===== config.mk =====
export PLATFORM = sky130hd
export DESIGN_NAME = multicycle_ctrl_fsm
export DESIGN_NICKNAME = d
export VERILOG_FILES = /design/src/rtl/riscv_ctrl_pkg.sv /design/src/rtl/opcode_classify.sv /design/src/rtl/multicycle_ctrl_fsm.sv
export SDC_FILE = /design/constraint.sdc
export NUM_CORES = 1
export LEC_CHECK = 0
export ABC_AREA = 0
export CELL_PAD_IN_SITES_DETAIL_PLACEMENT = 1
export CELL_PAD_IN_SITES_GLOBAL_PLACEMENT = 1
export CORE_MARGIN = 1.5
export CORE_UTILIZATION = 30
export DETAILED_ROUTE_END_ITERATION = 16
export HOLD_SLACK_MARGIN = 0.1
export PLACE_DENSITY = 0.74
export RECOVER_POWER = 100
export SYNTH_ARGS = -nofsm -noshare
export SYNTH_HDL_FRONTEND = slang
export SYNTH_SLANG_ARGS = --single-unit

===== constraint.sdc =====
create_clock -name clk -period 2.4 [get_ports clk]
set_input_delay 0.48 -clock clk [delete_from_list [all_inputs] [get_ports clk]]
set_output_delay 0.48 -clock clk [all_outputs]
set_load 0.01 [all_outputs]

===== src/rtl/riscv_ctrl_pkg.sv =====
// Shared definitions for the RV32I multi-cycle control path: opcodes,
// ALU operation encodings, sequencer states and instruction classes.
package riscv_ctrl_pkg;

  localparam logic [6:0] OPC_R     = 7'b0110011;
  localparam logic [6:0] OPC_I     = 7'b0010011;
  localparam logic [6:0] OPC_LOAD  = 7'b0000011;
  localparam logic [6:0] OPC_STORE = 7'b0100011;

  localparam logic [1:0] ALUOP_ADD   = 2'b00;
  localparam logic [1:0] ALUOP_FUNCT = 2'b10;

  typedef enum logic [2:0] {
    ST_FETCH,
    ST_DECODE,
    ST_EXEC,
    ST_MEM,
    ST_WB,
    ST_TRAP
  } state_e;

  typedef enum logic [2:0] {
    CL_R,
    CL_I,
    CL_LOAD,
    CL_STORE,
    CL_ILLEGAL
  } class_e;

endpackage


===== src/rtl/opcode_classify.sv =====
// Combinational map from a 7-bit RV32I opcode to its instruction class.
module opcode_classify
  import riscv_ctrl_pkg::*;
(
  input  logic [6:0] opcode,
  output logic [2:0] cls
);

  always_comb begin
    cls = CL_ILLEGAL;
    unique case (opcode)
      OPC_R:     cls = CL_R;
      OPC_I:     cls = CL_I;
      OPC_LOAD:  cls = CL_LOAD;
      OPC_STORE: cls = CL_STORE;
      default:   cls = CL_ILLEGAL;
    endcase
  end

endmodule


===== src/rtl/multicycle_ctrl_fsm.sv =====
// Multi-cycle RV32I sequencer sharing one memory port between fetch and
// load/store; also counts retired instructions and traps on bad opcodes.
module multicycle_ctrl_fsm
  import riscv_ctrl_pkg::*;
#(
  parameter int RETIRE_W = 32
) (
  input  logic                clk,
  input  logic                reset,
  input  logic                halt,
  input  logic [6:0]          instr_opcode,
  input  logic                mem_ready,
  output logic                pc_write_en,
  output logic                ir_write_en,
  output logic                mem_addr_sel,
  output logic                mem_read_en,
  output logic                mem_write_en,
  output logic                alu_src,
  output logic [1:0]          alu_op,
  output logic                reg_write_en,
  output logic                mem_to_reg_en,
  output logic                illegal_instr,
  output logic [RETIRE_W-1:0] retire_count
);

  state_e              state_q, state_d;
  class_e              cls_q, cls_d;
  logic                req_q, req_d;
  logic [RETIRE_W-1:0] retire_q, retire_d;
  logic [2:0]          dec_cls;
  logic                issue;
  logic                retire;

  opcode_classify u_classify (
    .opcode (instr_opcode),
    .cls    (dec_cls)
  );

  always_comb begin
    state_d       = state_q;
    cls_d         = cls_q;
    req_d         = req_q;
    retire        = 1'b0;
    pc_write_en   = 1'b0;
    ir_write_en   = 1'b0;
    mem_addr_sel  = 1'b0;
    mem_read_en   = 1'b0;
    mem_write_en  = 1'b0;
    alu_src       = 1'b0;
    alu_op        = ALUOP_ADD;
    reg_write_en  = 1'b0;
    mem_to_reg_en = 1'b0;
    illegal_instr = 1'b0;
    // halt only gates the start of a fetch; a request once issued is held
    issue         = !halt || req_q;

    unique case (state_q)
      ST_FETCH: begin
        if (issue) begin
          mem_read_en = 1'b1;
          if (mem_ready) begin
            ir_write_en = 1'b1;
            pc_write_en = 1'b1;
            req_d       = 1'b0;
            state_d     = ST_DECODE;
          end else begin
            req_d = 1'b1;
          end
        end
      end
      ST_DECODE: begin
        cls_d   = class_e'(dec_cls);
        state_d = (class_e'(dec_cls) == CL_ILLEGAL) ? ST_TRAP : ST_EXEC;
      end
      ST_EXEC: begin
        unique case (cls_q)
          CL_R: begin
            alu_op  = ALUOP_FUNCT;
            state_d = ST_WB;
          end
          CL_I: begin
            alu_op  = ALUOP_FUNCT;
            alu_src = 1'b1;
            state_d = ST_WB;
          end
          CL_LOAD, CL_STORE: begin
            alu_src = 1'b1;
            state_d = ST_MEM;
          end
          default: state_d = ST_TRAP;
        endcase
      end
      ST_MEM: begin
        mem_addr_sel = 1'b1;
        alu_src      = 1'b1;
        if (cls_q == CL_LOAD) begin
          mem_read_en = 1'b1;
          if (mem_ready) state_d = ST_WB;
        end else begin
          mem_write_en = 1'b1;
          if (mem_ready) begin
            retire  = 1'b1;
            state_d = ST_FETCH;
          end
        end
      end
      ST_WB: begin
        reg_write_en  = 1'b1;
        mem_to_reg_en = (cls_q == CL_LOAD);
        retire        = 1'b1;
        state_d       = ST_FETCH;
      end
      ST_TRAP: illegal_instr = 1'b1;
      default: state_d = ST_FETCH;
    endcase

    retire_d = retire ? retire_q + RETIRE_W'(1) : retire_q;

    // Reset forces every output quiet no matter what state is held
    if (reset) begin
      pc_write_en   = 1'b0;
      ir_write_en   = 1'b0;
      mem_addr_sel  = 1'b0;
      mem_read_en   = 1'b0;
      mem_write_en  = 1'b0;
      alu_src       = 1'b0;
      alu_op        = ALUOP_ADD;
      reg_write_en  = 1'b0;
      mem_to_reg_en = 1'b0;
      illegal_instr = 1'b0;
    end
    retire_count = reset ? '0 : retire_q;
  end

  always_ff @(posedge clk) begin
    if (reset) begin
      state_q  <= ST_FETCH;
      cls_q    <= CL_ILLEGAL;
      req_q    <= 1'b0;
      retire_q <= '0;
    end else begin
      state_q  <= state_d;
      cls_q    <= cls_d;
      req_q    <= req_d;
      retire_q <= retire_d;
    end
  end

endmodule


==> results.tsv <==
metric	value	unit
ys.flop_type	dfxtp_1	
crit_type	in -> out	
drc_errors	0	
crit_chain	clkdlybuf4s50_1 -> nor2b_1 -> or4_4 -> clkbuf_4 -> a21oi_2 -> buf_2	
totalWireLength	6520	um
die_area	8390	um2
synth_area	2350	um2
core	7650	um2
fin_setup_tns	0	ps
holdWs	493	ps
cts_buffers	5	
start_util	30.8	%
final-hold-violation-count	0	
drv_cap	0	
placed_cell_area	3060	um2
grt_pass1_vias	2401	
cts_tree	built	
viasPerCell	5.20	
critPathMaxStageDelay	440	ps
antenna_cells	0	
drt-wirelength-per-cell	14.6	um
h-tree-depth	2	
ioPinCount	54	
finalClockSkew	8.12	ps
worst_slack	71.7	ps
clkTransAtPathRegs	80	ps
drv_slew	0	
path_delay_family	buffers and inverters	
synth_nets	304	
post_cts.repair.setup_buffers	0	
clockBufferDepth	2	
outcome	finished, final reports clean	
rows	32	
die_h	91.6	um
busiest_layer	met2	
p_total	1.34	mW
die_w	91.6	um
drt_first_iter_violations	75	
grt_use_total	16.4	%
layout.cells.non_filler	448	
holdCritPathClass	reg -> reg	
grt_pass1_wl	11200	um
io_buffers	52	
final_area	3130	um2
insertion_delay	300	ps
grt_antenna_before_repair	0	
ys_ff_latch	39	
dr.pass1.iters	4	
ctsHoldBuffers	0	
async_flop_share	0	%
fin_util	41.0	%
dp_hpwl	4760	um
dr_total_vias	2330	
drive_above_1_share	9.83	%
critPathMaxFanout	2	
post-route-period-util	97.0	%
pre_cts_slack	-404	ps
synth.distinct_cells	41	
grtUsageMet3	2.76	%
cp-end-kind	output port	
critPathSlowestCell	or4_4	
grt_use_met2	28.5	%
yosys_warnings	0	
synth_edf_count	0	
post-route-min-period	2330	ps
cts_sinks	39	
start_kind	primary input	
critPathRequiredTime	1920	ps
rsz0062_at_grt	no	
crit_buf_inv	3	
p_per_area	426	nW/um2
synthCells	292	
placedCellCount	441	
max_freq	430	MHz
clockRootBuffer	clkbuf_8	
ys_seq_area_share	33.2	%
detail-route-antenna-nets	0	
avgSynthCellArea	8.06	um2
place_congestion	0.812	
grt.met1_usage	20.0	%
final_nets	358	
setup_viol_count_final	0	
areaGrowthSynthToFinish	33.0	%
grt-ovfl-total	0	
grt_max_degree	54	
leakagePower	1.19	nW
critical_path_arrival	1850	ps
ir_drop	0.221	mV
==> worst min-delay path, stage by stage (launching register included) <==
cell and delay [ps]:
dfxtp_1 330, nand2_1 60, a21oi_1 50
==> final cells by class <==
type	count	area (um2)
clock buffers	6	72.6
clock inverters	1	30.0
fillers	923	4510
inverters	3	11.3
multi-input cells	229	1490
flip-flops and latches	39	781
well taps	102	128
repair buffers	68	621
==> sequential cells by signal, indices dropped and copies added, names as in the netlist <==
register and cells:
retire_q 32, cls_q 3, state_q 3, req_q 1
==> layout by cell type (no fill, tap or decap), drive strengths merged, types with 5 or more instances in the layout <==
master,instances
nand2,13
clkbuf,15
dlygate4sd3,15
and4,7
o21ai,5
and3,5
or3,5
clkdlybuf4s50,30
and2,5
mux2,20
nor4,13
nor2,31
nand4,10
buf,12
nand2b,5
nor3,7
a21oi,19
nor2b,34
o31ai,6
dfxtp,39
or4,8
nand3,11
==> Yosys cell counts (6+ instances only) <==
master | instances | area share (%)
dfxtp_1 | 39 | 33
nand3_1 | 11 | 2.3
a21oi_1 | 19 | 4.0
nand2_1 | 13 | 2.1
nor2_1 | 31 | 4.9
and4_1 | 7 | 2.6
clkbuf_1 | 10 | 1.6
or4_1 | 8 | 2.6
nand4_1 | 9 | 2.4
o31ai_1 | 6 | 1.9
nor3_1 | 7 | 1.5
nor4_1 | 13 | 3.5
mux2_2 | 6 | 2.9
mux2_1 | 14 | 6.7
nor2b_1 | 34 | 9.0
==> power breakdown <==
| part | total, mW | switching, mW | internal, mW |
|---|---|---|---|
| registers | 0.657 | 0.00435 | 0.652 |
| logic | 0.136 | 0.0782 | 0.0583 |
| clock network | 0.542 | 0.237 | 0.305 |
| total | 1.34 | 0.320 | 1.02 |
==> path summary, 6_finish.rpt <==
path	slack, ps	cells past startpoint	to	start
worst max-delay path	70	6	mem_read_en	halt
worst min-delay path	490	2	cls_q[0]	cls_q[0]
worst max register to register	200	6	retire_q[9]	cls_q[1]
worst min register to register	490	2	cls_q[0]	cls_q[0]
==> what timing repair did <==
action                                  in CTS  in global routing
endpoints found under the setup margin       5                  6
gates resized for setup                     13                  8
pin swaps                                    0                  1
==> kinds of logic after synthesis <==
group	count (synthesis)	synth area share (%)
buffers and inverters	24	4.41
flip-flops	39	33.2
XOR/XNOR	3	1.12
other	1	0.159
AND/OR/NAND/NOR	163	40.0
AO/OA/AOI/OAI	38	9.78
adder cells (fa/ha/maj)	1	0.531
multiplexers	23	10.8
==> routing by layer <==
metal,wire length (um),part of all wire (%)
met5,0,0
met4,103,1.6
met2,3180,49
met1,3040,47
met3,201,3.1
(Power assumes the default switching activity.)
